<file path="src/rtl/seq_booth_mul_pkg.sv">
// Shared definitions for the sequential radix-4 Booth multiplier:
// FSM encoding, Booth window codes and digit-count helper.
package seq_booth_mul_pkg;

  typedef enum logic [1:0] {
    IDLE = 2'd0,
    RUN  = 2'd1,
    DONE = 2'd2
  } state_t;

  // Window {b[2i+1], b[2i], b[2i-1]} codes
  localparam logic [2:0] WIN_ZERO_LO = 3'b000;
  localparam logic [2:0] WIN_P1_A    = 3'b001;
  localparam logic [2:0] WIN_P1_B    = 3'b010;
  localparam logic [2:0] WIN_P2      = 3'b011;
  localparam logic [2:0] WIN_M2      = 3'b100;
  localparam logic [2:0] WIN_M1_A    = 3'b101;
  localparam logic [2:0] WIN_M1_B    = 3'b110;
  localparam logic [2:0] WIN_ZERO_HI = 3'b111;

  // Radix-4 digits needed for an unsigned operand (two zero MSBs appended)
  function automatic int booth_digits(input int width);
    return width / 2 + 1;
  endfunction

endpackage

</file>
<file path="src/rtl/booth_digit_gen.sv">
// Radix-4 Booth window decode: |digit|*a as a WIDTH+1-bit magnitude plus sign.
module booth_digit_gen
  import seq_booth_mul_pkg::*;
#(
  parameter int WIDTH = 8
) (
  input  logic [2:0]       win,
  input  logic [WIDTH-1:0] a,
  output logic [WIDTH:0]   mag,
  output logic             neg
);

  always_comb begin
    mag = '0;
    neg = 1'b0;
    case (win)
      WIN_P1_A, WIN_P1_B: mag = {1'b0, a};
      WIN_P2:             mag = {a, 1'b0};
      WIN_M2: begin
        mag = {a, 1'b0};
        neg = 1'b1;
      end
      WIN_M1_A, WIN_M1_B: begin
        mag = {1'b0, a};
        neg = 1'b1;
      end
      WIN_ZERO_LO, WIN_ZERO_HI: ;
      default: ;
    endcase
  end

endmodule

</file>
<file path="src/rtl/seq_booth_mul.sv">
// Sequential unsigned multiplier, one radix-4 Booth digit per RUN cycle,
// valid/ready handshake on both sides with synchronous abort.
module seq_booth_mul
  import seq_booth_mul_pkg::*;
#(
  parameter int WIDTH = 8
) (
  input  logic               clk,
  input  logic               rst_n,
  input  logic               in_valid,
  output logic               in_ready,
  input  logic [WIDTH-1:0]   a,
  input  logic [WIDTH-1:0]   b,
  input  logic               abort,
  output logic               out_valid,
  input  logic               out_ready,
  output logic [2*WIDTH-1:0] prod,
  output logic               busy
);

  localparam int N  = booth_digits(WIDTH);
  localparam int CW = $clog2(N + 1);
  localparam int AW = 2 * WIDTH + 2;

  state_t           state, state_nx;
  logic [CW-1:0]    cnt;
  logic [WIDTH-1:0] a_q;
  logic [WIDTH+1:0] b_win;
  logic             b_prev;
  logic [AW-1:0]    acc;
  logic [AW-1:0]    pp_q;
  logic             cin_q;
  logic [WIDTH:0]   mag;
  logic             neg;
  logic [AW-1:0]    pp_sh;
  logic             last;
  logic             unused_hi;

  booth_digit_gen #(.WIDTH(WIDTH)) u_digit (
    .win ({b_win[1:0], b_prev}),
    .a   (a_q),
    .mag (mag),
    .neg (neg)
  );

  assign pp_sh = AW'(mag) << {cnt, 1'b0};
  // Decode is registered; the add trails it by one cycle, hence N+1 RUN cycles.
  assign last  = (cnt == CW'(N));

  always_comb begin
    state_nx = state;
    case (state)
      IDLE: if (in_valid) state_nx = RUN;
      RUN: begin
        if (abort)     state_nx = IDLE;
        else if (last) state_nx = DONE;
      end
      DONE: if (abort || out_ready) state_nx = IDLE;
      default: state_nx = IDLE;
    endcase
  end

  always_ff @(posedge clk or negedge rst_n) begin
    if (!rst_n) begin
      state  <= IDLE;
      cnt    <= '0;
      a_q    <= '0;
      b_win  <= '0;
      b_prev <= 1'b0;
      acc    <= '0;
      pp_q   <= '0;
      cin_q  <= 1'b0;
    end else begin
      state <= state_nx;
      case (state)
        IDLE: if (in_valid) begin
          a_q    <= a;
          b_win  <= {2'b00, b};
          b_prev <= 1'b0;
          cnt    <= '0;
          acc    <= '0;
          pp_q   <= '0;
          cin_q  <= 1'b0;
        end
        RUN: if (abort) begin
          cnt   <= '0;
          acc   <= '0;
          pp_q  <= '0;
          cin_q <= 1'b0;
        end else begin
          // Negative digits: one's complement here, +1 via carry-in at the add
          acc    <= acc + pp_q + AW'(cin_q);
          pp_q   <= neg ? ~pp_sh : pp_sh;
          cin_q  <= neg;
          b_prev <= b_win[1];
          b_win  <= b_win >> 2;
          cnt    <= cnt + CW'(1);
        end
        DONE: if (abort) begin
          cnt <= '0;
          acc <= '0;
        end
        default: ;
      endcase
    end
  end

  assign in_ready  = (state == IDLE);
  assign out_valid = (state == DONE);
  assign busy      = (state != IDLE);
  assign prod      = acc[2*WIDTH-1:0];
  assign unused_hi = ^acc[AW-1:2*WIDTH];

endmodule

</file>
<file path="config.mk">
export PLATFORM = sky130hd
export DESIGN_NAME = seq_booth_mul
export DESIGN_NICKNAME = d
export VERILOG_FILES = /design/src/rtl/seq_booth_mul_pkg.sv /design/src/rtl/booth_digit_gen.sv /design/src/rtl/seq_booth_mul.sv
export SDC_FILE = /design/constraint.sdc
export NUM_CORES = 1
export LEC_CHECK = 0
export CAP_MARGIN = 30
export CORE_UTILIZATION = 25
export CTS_CLUSTER_DIAMETER = 200
export DETAILED_ROUTE_END_ITERATION = 10
export MAX_ROUTING_LAYER = met4
export PLACE_DENSITY = 0.5
export SKIP_LAST_GASP = 1
export SLEW_MARGIN = 10
export SYNTH_ARGS = -nofsm -noshare
export SYNTH_HDL_FRONTEND = slang
export SYNTH_SLANG_ARGS = --single-unit
</file>
<file path="constraint.sdc">
create_clock -name clk -period 4 [get_ports clk]
set_clock_uncertainty 0.2 [all_clocks]
set_input_delay 0.8 -clock clk [delete_from_list [all_inputs] [get_ports clk]]
set_output_delay 0.8 -clock clk [all_outputs]
set_load 0.01 [all_outputs]
</file>
==> results by group <==
Finish
  • Final net count: 463
  • Synth-to-layout area growth: 21.22%
  • Final instance area: 0.004318 mm2
  • Layout cells sized above 1: 0.09739
  • Ant. Diodes: 0

Yosys
  • Synth Flop Type: dfrtp_1
  • Yosys cell types: 63
  • Post-synth EDFFs: 0
  • Async set-reset flop share out of synthesis: 1.000
  • Mean post-synth cell area: 9.325 um2
  • Syn Inst Count: 382
  • Sequential element share of the synthesized area: 0.3864
  • Mapped Area: 0.003562 mm2
  • Ys Warns: 0
  • Syn nets: 425
  • Yosys reg bits: 55

Timing
  • Fin. max-slew vios: 0
  • Final Hold Vio Count: 0
  • Min cycle time layout: 2.803 ns
  • Setup violations, final: 0
  • Worst-margin pin slew: 0.6953 ns
  • Final hold slack: 0.2514 ns
  • Unrepaired setup endpoints after global routing: no
  • Max Freq: 356.7 MHz
  • Final setup TNS: 0 ns
  • Final period util: 0.7008
  • Slew Limit Headroom: 0.5348

Floorplanning
  • Placeable core area: 0.01388 mm2
  • Die W: 121.4 um
  • I/O pins: 40
  • Initial cell density of the core: 0.2566
  • Die area: 0.01473 mm2
  • Core Rows: 43
  • Die Ht: 121.4 um

Critical path
  • Crit path launch type: flop
  • Worst reg2reg path startpoint: acc[0]
  • CP max FO: 4
  • Reg2reg setup slack: 1.20 ns
  • CP required: 3.99 ns
  • Critical path class: flop to flop
  • Arr. time, crit path: 2.79 ns
  • Worst Setup SP: acc[0]
  • Reg2Reg Capture Point: acc[8]
  • Critical Path End Type: flop
  • R2R cell count: 9

Worst hold path
  • Hold WC Path Type: primary input to async pin

Clocking
  • Total CTS buffers: 5
  • Htree depth: 2
  • TritonCTS clock tree: built
  • Post-CTS Setup Repair Bufs: 0
  • Clk sinks: 55
  • Clk slew on worst S/H paths: 0.07 ns
  • Hold_buf cts: 0
  • PostCTS Resize Cnt: 0
  • Root Buffer: clkbuf_16
  • Max Root-Sink Buffers: 2
  • Clk_lat worst skew: 0.30 ns

Global route
  • Number of global-route vias before repair: 2943
  • GRT Util Overall: 0.1304
  • First-pass GRT wire length: 14860 um
  • Largest net degree at the start of global routing: 25
  • Initial antenna violation count: 0
  • M3 GR Usage: 0.02115
  • Top Usage Layer GRT: met2
  • Met2 Track Usage GR: 0.2077
  • GR Overflow Total: 0
  • Met1 usage: 0.1693

Status
  • Status: completed

Detailed routing
  • Initial DRC Count: 135
  • Post-DRT Antenna Nets: 0
  • Drc violations: 0
  • Wirelength per Cell: 14.33 um
  • DR vias: 2943
  • TritonRoute pass-1 iters: 5
  • WL final: 8615 um
  • Via density: 4.897

Power and ir drop
  • P_leak: 1.798 nW
  • Max IR drop VDD: 0.2245 mV
  • PD cells: 509.1 mW/mm2

Place
  • Gpl congestion: 0.8512
  • Port bufs: 39
  • Placed cell areas: 0.004177 mm2
  • DP HPWL: 6542 um

Flow run
  • Max-Cap Viols: 0
==> state kept, by name, indices dropped and copies added (netlist names) <==
signal  cells
a_q         8
acc        16
b_prev      1
b_win       8
cin_q       1
cnt         3
pp_q       16
state       2
==> metrics by stage <==
step                      std cells    util  total power [mW]  worst slack, ns
final                           601  0.3111             2.198            1.197
after global routing            601  0.3111             2.371           0.9739
after CTS                       601  0.3111             2.223            1.163
after detailed placement        593  0.3009             1.774            1.184
after global placement          592  0.2994             1.751            1.199
after floorplan                 382       -             1.486            1.305
==> worst max-delay path by stage <==
stage	to	cells after the start
final	acc[8]	9
after global routing	acc[10]	9
after CTS	acc[10]	9
after detailed placement	acc[14]	9
after global placement	acc[10]	9
after floorplan	acc[8]	9
==> cell usage after synthesis, types with 2 or more instances <==
cell | count | share of area
o22ai_1 | 7 | 0.012
a21o_1 | 6 | 0.013
a22oi_1 | 7 | 0.015
xnor2_1 | 11 | 0.027
a22o_1 | 6 | 0.015
nor2_1 | 14 | 0.015
buf_1 | 2 | 0.0021
a221oi_2 | 2 | 0.0084
o21bai_1 | 2 | 0.0042
inv_1 | 10 | 0.011
nor2b_1 | 5 | 0.0088
nand2_1 | 57 | 0.060
mux2_2 | 11 | 0.035
clkbuf_1 | 10 | 0.011
nor3_1 | 5 | 0.0070
o31a_1 | 2 | 0.0049
o21ai_1 | 4 | 0.0056
o21ai_0 | 44 | 0.062
and3_1 | 2 | 0.0035
and2_1 | 3 | 0.0053
xor2_1 | 14 | 0.034
fa_1 | 2 | 0.011
a211oi_1 | 4 | 0.0084
nand3_1 | 6 | 0.0084
nor3b_1 | 3 | 0.0063
buf_2 | 4 | 0.0056
o211ai_1 | 3 | 0.0063
nand2b_1 | 3 | 0.0053
mux2i_1 | 7 | 0.020
a21oi_1 | 16 | 0.022
o21a_1 | 3 | 0.0063
a32oi_1 | 2 | 0.0049
ha_1 | 20 | 0.070
dfrtp_1 | 55 | 0.39
nand4_1 | 2 | 0.0035
==> layout by cell type (no fill, tap or decap), drive strengths merged, types with 3 or more instances in the layout <==
master,instances
clkdlybuf4s50,38
xnor2,11
a221oi,3
xor2,14
inv,11
mux2,12
nor3b,3
nor3,5
a22oi,8
clkbuf,6
a22o,6
nand2b,3
buf,10
o22ai,7
nor2,14
dfrtp,55
and2,3
a211oi,4
nor2b,5
o21a,3
nand2,57
nand3,6
a21oi,16
o21ai,49
ha,20
o211ai,3
mux2i,7
a21o,6
==> layer usage <==
| metal | up-vias | routed length, um |
|---|---|---|
| li1 | 1468 | - |
| met1 | 1403 | 4140 |
| met2 | 63 | 4017 |
| met3 | 9 | 319 |
| met4 | 0 | 137 |
| met5 | - | 0 |
==> where the power goes <==
part / switching [mW] / total, mW / internal (mW)
logic: 0.512 / 0.950 / 0.438
registers: 0.129 / 0.807 / 0.678
clock network: 0.209 / 0.441 / 0.232
==> worst max-delay path, stage by stage (launching register included) <==
cell	delay (ns)
dfrtp_1	0.42
fa_1	0.45
inv_1	0.08
fa_1	0.20
nor2b_1	0.07
o31a_1	0.28
o31a_1	0.26
o21a_1	0.18
or3_1	0.31
a32o_1	0.25
==> cell families after synthesis <==
kind of cell,synth area share
muxes,0.06498
AOI/OAI and AO/OA,0.2374
DFF,0.3864
xor gates and xnor gates,0.06147
buffers and inverters,0.03407
adders and majority gates,0.08149
and+or+nand+nor,0.1342
==> cell type report <==
class,instances,area [um2]
multi-input cells,298,2064
repair buffers,48,465.4
clock inverters,2,12.51
clock buffers,6,128.9
well taps,180,225.2
inverters,12,45.04
flip-flops and latches,55,1376
fillers,1459,9563
No activity file was read; power rests on OpenSTA's default activity.
